`config.mk`:
```
export PLATFORM = sky130hd
export DESIGN_NAME = sad_pe_param
export DESIGN_NICKNAME = d
export VERILOG_FILES = /design/src/rtl/sad_pe_param.sv
export SDC_FILE = /design/constraint.sdc
export NUM_CORES = 1
export LEC_CHECK = 0
export CAP_MARGIN = 20
export CORE_MARGIN = 1
export CORE_UTILIZATION = 30
export CTS_CLUSTER_DIAMETER = 200
export DETAILED_ROUTE_END_ITERATION = 7
export PLACE_DENSITY_LB_ADDON = 0.2
export SYNTH_ARGS = -nofsm -noshare
export SYNTH_HDL_FRONTEND = slang
export SYNTH_SLANG_ARGS = --single-unit
```
`constraint.sdc`:
```
create_clock -name clk -period 15 [get_ports clk]
set_input_delay 3 -clock clk [delete_from_list [all_inputs] [get_ports clk]]
set_output_delay 3 -clock clk [all_outputs]
set_load 0.02 [all_outputs]
```
`src/rtl/sad_pe_param.sv`:
```
// rtl/sad_pe_param.sv - Pipelined N x N SAD processing element; optional min tracker under SAD_MIN_TRACK_EN
module sad_pe_param #(
  parameter int N     = 8,
  parameter int PW    = 8,
  parameter int SAD_W = 14,
  parameter int NCAND = 16,
  localparam int LN   = $clog2(N),
  localparam int IW   = (NCAND > 1) ? $clog2(NCAND) : 1
) (
  input  logic             clk,
  input  logic             rst,
  input  logic             cur_we,
  input  logic [LN-1:0]    cur_addr,
  input  logic [N*PW-1:0]  cur_data,
  input  logic             start,
  input  logic             ref_valid,
  output logic             ref_ready,
  input  logic [N*PW-1:0]  ref_data,
  output logic             sad_valid,
  output logic [SAD_W-1:0] sad,
  output logic [IW-1:0]    sad_idx,
  output logic [SAD_W-1:0] best_sad,
  output logic [IW-1:0]    best_idx,
  output logic             done
);

  localparam logic [LN-1:0] ROW_LAST  = LN'(N - 1);
  localparam logic [IW-1:0] CAND_LAST = IW'(NCAND - 1);

  typedef enum logic [1:0] {IDLE, RUN, DRAIN, DONE} state_t;

  state_t           state;
  logic [N*PW-1:0]  cur_mem [N];
  logic [N*PW-1:0]  cur_row;
  logic [LN-1:0]    row_cnt;
  logic [IW-1:0]    cand_cnt;
  logic             accept;
  logic             start_ok;

  logic [PW-1:0]    diff_c  [N];
  logic [PW-1:0]    s1_diff [N];
  logic             s1_valid;
  logic             s1_first;
  logic             s1_last;
  logic [IW-1:0]    s1_idx;

  logic [SAD_W-1:0] row_sum_c;
  logic [SAD_W-1:0] s2_sum;
  logic             s2_valid;
  logic             s2_first;
  logic             s2_last;
  logic [IW-1:0]    s2_idx;

  logic [SAD_W-1:0] acc;
  logic [SAD_W-1:0] acc_sum;

  assign accept   = ref_valid & ref_ready;
  assign start_ok = start & (state == IDLE);
  assign cur_row  = cur_mem[row_cnt];

  // Current-block storage: writable only while idle so a running search sees a stable block
  always_ff @(posedge clk) begin
    if (rst) begin
      for (int i = 0; i < N; i++) cur_mem[i] <= '0;
    end else if (cur_we && state == IDLE) begin
      cur_mem[cur_addr] <= cur_data;
    end
  end

  // Search sequencer: state, row/candidate counters, ref_ready and done pulse
  always_ff @(posedge clk) begin
    if (rst) begin
      state     <= IDLE;
      ref_ready <= 1'b0;
      done      <= 1'b0;
      row_cnt   <= '0;
      cand_cnt  <= '0;
    end else begin
      done <= 1'b0;
      case (state)
        IDLE: begin
          if (start) begin
            state     <= RUN;
            ref_ready <= 1'b1;
            row_cnt   <= '0;
            cand_cnt  <= '0;
          end
        end
        RUN: begin
          if (accept) begin
            if (row_cnt == ROW_LAST) begin
              row_cnt <= '0;
              if (cand_cnt == CAND_LAST) begin
                state     <= DRAIN;
                ref_ready <= 1'b0;
              end else begin
                cand_cnt <= cand_cnt + 1'b1;
              end
            end else begin
              row_cnt <= row_cnt + 1'b1;
            end
          end
        end
        DRAIN: begin
          if (sad_valid && sad_idx == CAND_LAST) state <= DONE;
        end
        DONE: begin
          done  <= 1'b1;
          state <= IDLE;
        end
        default: state <= IDLE;
      endcase
    end
  end

  // Per-pixel absolute differences between the addressed current row and the incoming beat
  always_comb begin
    for (int i = 0; i < N; i++) begin
      if (cur_row[i*PW +: PW] > ref_data[i*PW +: PW])
        diff_c[i] = cur_row[i*PW +: PW] - ref_data[i*PW +: PW];
      else
        diff_c[i] = ref_data[i*PW +: PW] - cur_row[i*PW +: PW];
    end
  end

  // Stage 1: register the differences with row-position tags
  always_ff @(posedge clk) begin
    if (rst) begin
      s1_valid <= 1'b0;
      s1_first <= 1'b0;
      s1_last  <= 1'b0;
      s1_idx   <= '0;
      for (int i = 0; i < N; i++) s1_diff[i] <= '0;
    end else begin
      s1_valid <= accept;
      if (accept) begin
        s1_diff  <= diff_c;
        s1_first <= (row_cnt == '0);
        s1_last  <= (row_cnt == ROW_LAST);
        s1_idx   <= cand_cnt;
      end
    end
  end

  // Row sum of the registered differences
  always_comb begin
    row_sum_c = '0;
    for (int i = 0; i < N; i++) row_sum_c = row_sum_c + SAD_W'(s1_diff[i]);
  end

  // Stage 2: register the row sum
  always_ff @(posedge clk) begin
    if (rst) begin
      s2_valid <= 1'b0;
      s2_first <= 1'b0;
      s2_last  <= 1'b0;
      s2_idx   <= '0;
      s2_sum   <= '0;
    end else begin
      s2_valid <= s1_valid;
      if (s1_valid) begin
        s2_sum   <= row_sum_c;
        s2_first <= s1_first;
        s2_last  <= s1_last;
        s2_idx   <= s1_idx;
      end
    end
  end

  // Row 0 restarts the accumulation so consecutive candidates need no bubble
  assign acc_sum = s2_first ? s2_sum : acc + s2_sum;

  // Stage 3: accumulate rows and publish the candidate SAD after its last row
  always_ff @(posedge clk) begin
    if (rst) begin
      sad_valid <= 1'b0;
      sad       <= '0;
      sad_idx   <= '0;
      acc       <= '0;
    end else begin
      sad_valid <= s2_valid & s2_last;
      if (start_ok)
        acc <= '0;
      else if (s2_valid)
        acc <= acc_sum;
      if (s2_valid && s2_last) begin
        sad     <= acc_sum;
        sad_idx <= s2_idx;
      end
    end
  end

`ifdef SAD_MIN_TRACK_EN
  // Minimum tracker: strict less-than so ties keep the earlier candidate
  always_ff @(posedge clk) begin
    if (rst || start_ok) begin
      best_sad <= '1;
      best_idx <= '0;
    end else if (s2_valid && s2_last && acc_sum < best_sad) begin
      best_sad <= acc_sum;
      best_idx <= s2_idx;
    end
  end
`else
  assign best_sad = '0;
  assign best_idx = '0;
`endif

endmodule

```
==> flow_results.org <==
** Synthesis
- Number of distinct library cells after synthesis :: 74
- Synth Area in XOR/XNOR :: 0.0135
- By instance count, the leading cell after synthesis is sky130_fd_sc_hd__and2_1.
- Main flop type after synthesis :: sky130_fd_sc_hd__edfxtp_1
- Synthesis produced a netlist whose cell count is 2813.
- Yosys top cell by area :: sky130_fd_sc_hd__edfxtp_1
- Post-synth ARST share :: 0
- Area share of fa/ha/maj cells after synthesis :: 0.0902
- After synthesis the netlist holds a flip-flop and latch count of 648.
- After synthesis, the cell types taking the most area are sky130_fd_sc_hd__edfxtp_1, sky130_fd_sc_hd__and2_1, sky130_fd_sc_hd__mux4_2.
- Post-synthesis mux area share :: 0.123
- Of the total synthesized cell area, the portion taken by AND, OR, NAND and NOR gates is 0.138.
- The compound-gate portion of the synthesized area was 0.0709.
- During synthesis, Yosys emitted a total of 0 warnings.
- Sequential element share of the synthesized area :: 0.517
- Ranking of synthesized cells by instance count :: sky130_fd_sc_hd__and2_1, sky130_fd_sc_hd__edfxtp_1, sky130_fd_sc_hd__inv_1, sky130_fd_sc_hd__ha_1, sky130_fd_sc_hd__dfxtp_1
- Mean area per synthesized cell :: 12.4 sq um
- Post-synth design cell area :: 0.0350 sq mm
- By area, the combinational part of the netlist is dominated by simple AND/OR/NAND/NOR gates.
- EDFF count, synth :: 512
- The share of synthesized area in the top cell type comes to 0.439.

** Floorplan
- In this run the standard cell core region covers 0.115 sq mm.
- Initial Util :: 0.304
- The die is 344 um tall.
- Measured along the x axis, the die boundary spans 344 um.
- Placement Rows :: 124
- Top Ports :: 175
- Die area :: 0.118 sq mm

** Clock network
- Hold repair after CTS inserted 0 buffers.
- The H-tree generated during clock tree synthesis spans 3 levels.
- CTS Buf Count :: 76
- CTS saw 648 sinks.
- TritonCTS built the clock tree.
- For the worst-skew pair, the clock arrives at the later sink with an insertion delay of 0.65 ns.
- Gates resized during post-CTS repair numbered 0.
- Root Buffer :: sky130_fd_sc_hd__clkbuf_16
- Clock-pin slew was measured on the worst setup and hold paths at 0.05 ns.
- Deepest clock path buffer count :: 3
- In this run the post-CTS setup repair buffer count came out at 0.

** Global routing
- After global routing the overflow that remains totals 0.
- Overall routing resource usage :: 0.162
- The first global-routing pass estimated 142000 um of wire.
- The via count of the first global-routing pass is 22300.
- Entering global routing, the biggest net connects 103 pins.
- The initial antenna violation count is 12.

** Worst setup path
- The number of cells on the worst reg-to-reg path is 13.
- Slowest cell on the critical path :: sky130_fd_sc_hd__nand4b_1
- Setup slack on the worst flop-to-flop path :: 9.15 ns
- Tracing the worst setup path back leads to its startpoint at rst.
- STA classifies the critical path startpoint as an input port.
- Biggest cell delay along the critical path :: 0.87 ns
- In this run the number of cells on the critical path is 9.
- CP dominant cell by count :: sky130_fd_sc_hd__buf_4
- Required time at the endpoint of the critical path :: 15.30 ns
- Maximum fanout count along the critical path :: 65
- Cell-by-cell trace of the critical path :: buf_4, inv_2, buf_4, nand4b_1, nor3_2, buf_4, or2_4, buf_4, buf_16
- The critical path in this run is classified as input port to register.
- Arr. time, crit path :: 6.97 ns
- Setup crit end :: cur_mem[0][50]$_SDFFCE_PN0P_
- Among cell families on the critical path, the largest total delay comes from buffers and inverters.
- The worst register-to-register path ends at s1_diff[21]$_SDFFE_PP0P_.
- Count of buffering cells on the critical path with inverters included :: 6
- Type of element capturing the critical path :: register

** Route
- The detailed router put a total of 42300 um of wire on met1.
- The routed design uses 4930 um of met3 wire.
- Vias after detailed routing :: 21600
- After detailed routing, the average wire length per cell comes to 21.3 um.
- Number of vias per cell :: 4.79
- After detailed routing, the met2 layer carries 46400 um of wire.
- The pre-antenna-repair detailed-routing pass consisted of 5 iterations.
- DRC :: 0
- Once detail routing completed, the nets flagged for antenna violations numbered 0.
- Iteration-0 DRC count of the detailed router :: 1469
- After detailed routing, no signal wire sits above met5.
- Detailed Route WL :: 96000 um

** Worst hold path
- Type of the tightest min-delay check :: register to register
- Origin of the worst min-delay path :: s1_first$_SDFFE_PP0P_

** Layout
- Final cell count without fillers :: 4508
- For this run, the share of the core covered by cells in the final layout is 0.354.
- From synthesis to final layout, the design area changed by 16.1%.
- Of the cells placed in the final design, the portion with a size suffix greater than 1 is 0.105.
- The final layout contains 3285 nets.

** STA
- Slew of the pin with the lowest slew margin :: 1.06 ns
- Pins Over Slew Limit :: 0
- The clock period could shrink to 6.67 ns.
- In the finished design, the share of the clock period the worst path needs comes to 0.445.
- Setup violations remaining at the end of the flow were counted as 0.
- Clock skew :: 0.0164 ns
- Based on the critical path, the design can be clocked at up to 150 MHz.
- Post-Route Setup TNS :: 0 ns
- Number of hold-slack violations in the final timing report :: 0
- Worst-case headroom to the max-slew limit :: 0.295
- RSZ-0062 raised after global routing :: no

** Place
- Final weighted congestion in routability-driven placement :: 0.834
- Port buffering added 156 buffers.
- In this run, placement finished with an instance count of 4369.
- The HPWL after detailed placement is 61400 um.

** Flow run
- Max-cap violations in this run came to 0.

** Power and ir drop
- For this design the static power due to leakage is 15.7 nW.
- Across the VDD grid, the largest voltage drop is 0.0808 mV.
- In this run the power density over the cells is 134 mW/mm^2.

** Outcome
- The run finished with clean final reports.
==> placed cells by master, fill, tap and decap left out, drive strengths merged, types with 11 or more instances in the layout <==
master           n
mux4           128
a21oi          120
buf             30
clkbuf          97
xnor2           39
clkdlybuf4s50  155
nand4           11
a21o            35
xor2            15
and2           516
clkinv          30
nor2            82
fa              64
edfxtp         512
a211oi          44
ha             150
nor2b           36
nand3           27
inv            259
nand2b          21
nand2           87
and4            11
mux2i          130
dfxtp          136
mux2            11
nor3            21
o21ai           97
conb            18
a31oi           19
==> how the worst min path moves through the flow <==
stage / end / slack (ns) / cells after the start
floorplan: sad_idx[0]$_SDFFE_PP0P_ / 0.43 / 2
global placement: s1_first$_SDFFE_PP0P_ / 0.45 / 2
detailed placement: s1_first$_SDFFE_PP0P_ / 0.45 / 2
CTS: s1_first$_SDFFE_PP0P_ / 0.45 / 2
global route: s1_first$_SDFFE_PP0P_ / 0.47 / 2
finish: s1_first$_SDFFE_PP0P_ / 0.45 / 2
==> state kept, by name, summed over array words and instances (netlist names), 2 cells and up, named ones only <==
| name | count |
|---|---|
| state | 2 |
| s1_diff | 64 |
| acc | 14 |
| cand_cnt | 4 |
| s2_idx | 4 |
| sad_idx | 4 |
| s1_idx | 4 |
| s2_sum | 11 |
| row_cnt | 3 |
| sad | 14 |
| cur_mem | 512 |
==> through the flow <==
stage               hold WS, ns  power, W  setup WS [ns]  area [sq um]
floorplan                 0.431   0.00327           6.55         35100
global placement          0.446   0.00370           7.28         38200
detailed placement        0.447   0.00372           7.61         38200
CTS                       0.454   0.00553           8.30         40600
global route              0.467   0.00575           8.05         40600
finish                    0.450   0.00544           8.33         40600
==> worst min-delay path: stages, from the launching register on <==
cell	delay, ns
sky130_fd_sc_hd__dfxtp_1	0.30
sky130_fd_sc_hd__nand2_1	0.05
sky130_fd_sc_hd__a21oi_1	0.05
==> power by group <==
group	switching, W	leakage [nW]	internal, W
logic	0.000877	8.13	0.000643
registers	0.0000705	6.41	0.00207
clock network	0.000761	1.16	0.00102
==> routing by layer <==
layer / vias to the layer above / GRT usage
met5: - / 0
met4: 18 / 0.0490
met3: 132 / 0.0309
met2: 419 / 0.273
li1: 10200 / -
met1: 10800 / 0.211
==> cell type report <==
| type | instances | area, sq um |
|---|---|---|
| antenna | 3 | 7.51 |
| clock buffer | 97 | 2040 |
| clock inverter | 39 | 344 |
| fill | 11100 | 74300 |
| inverter | 253 | 950 |
| multi-input combinational | 1771 | 15500 |
| sequential | 648 | 18100 |
| tap | 1512 | 1890 |
| timing repair buffer | 185 | 1840 |
==> kinds of logic after synthesis <==
group | after synthesis
simple gates | 839
flops | 648
buf+inv | 411
compound gates | 377
mux | 269
fa+ha+maj | 214
xor+xnor | 54
other cells | 1
No activity file was read; power rests on OpenSTA's default activity.
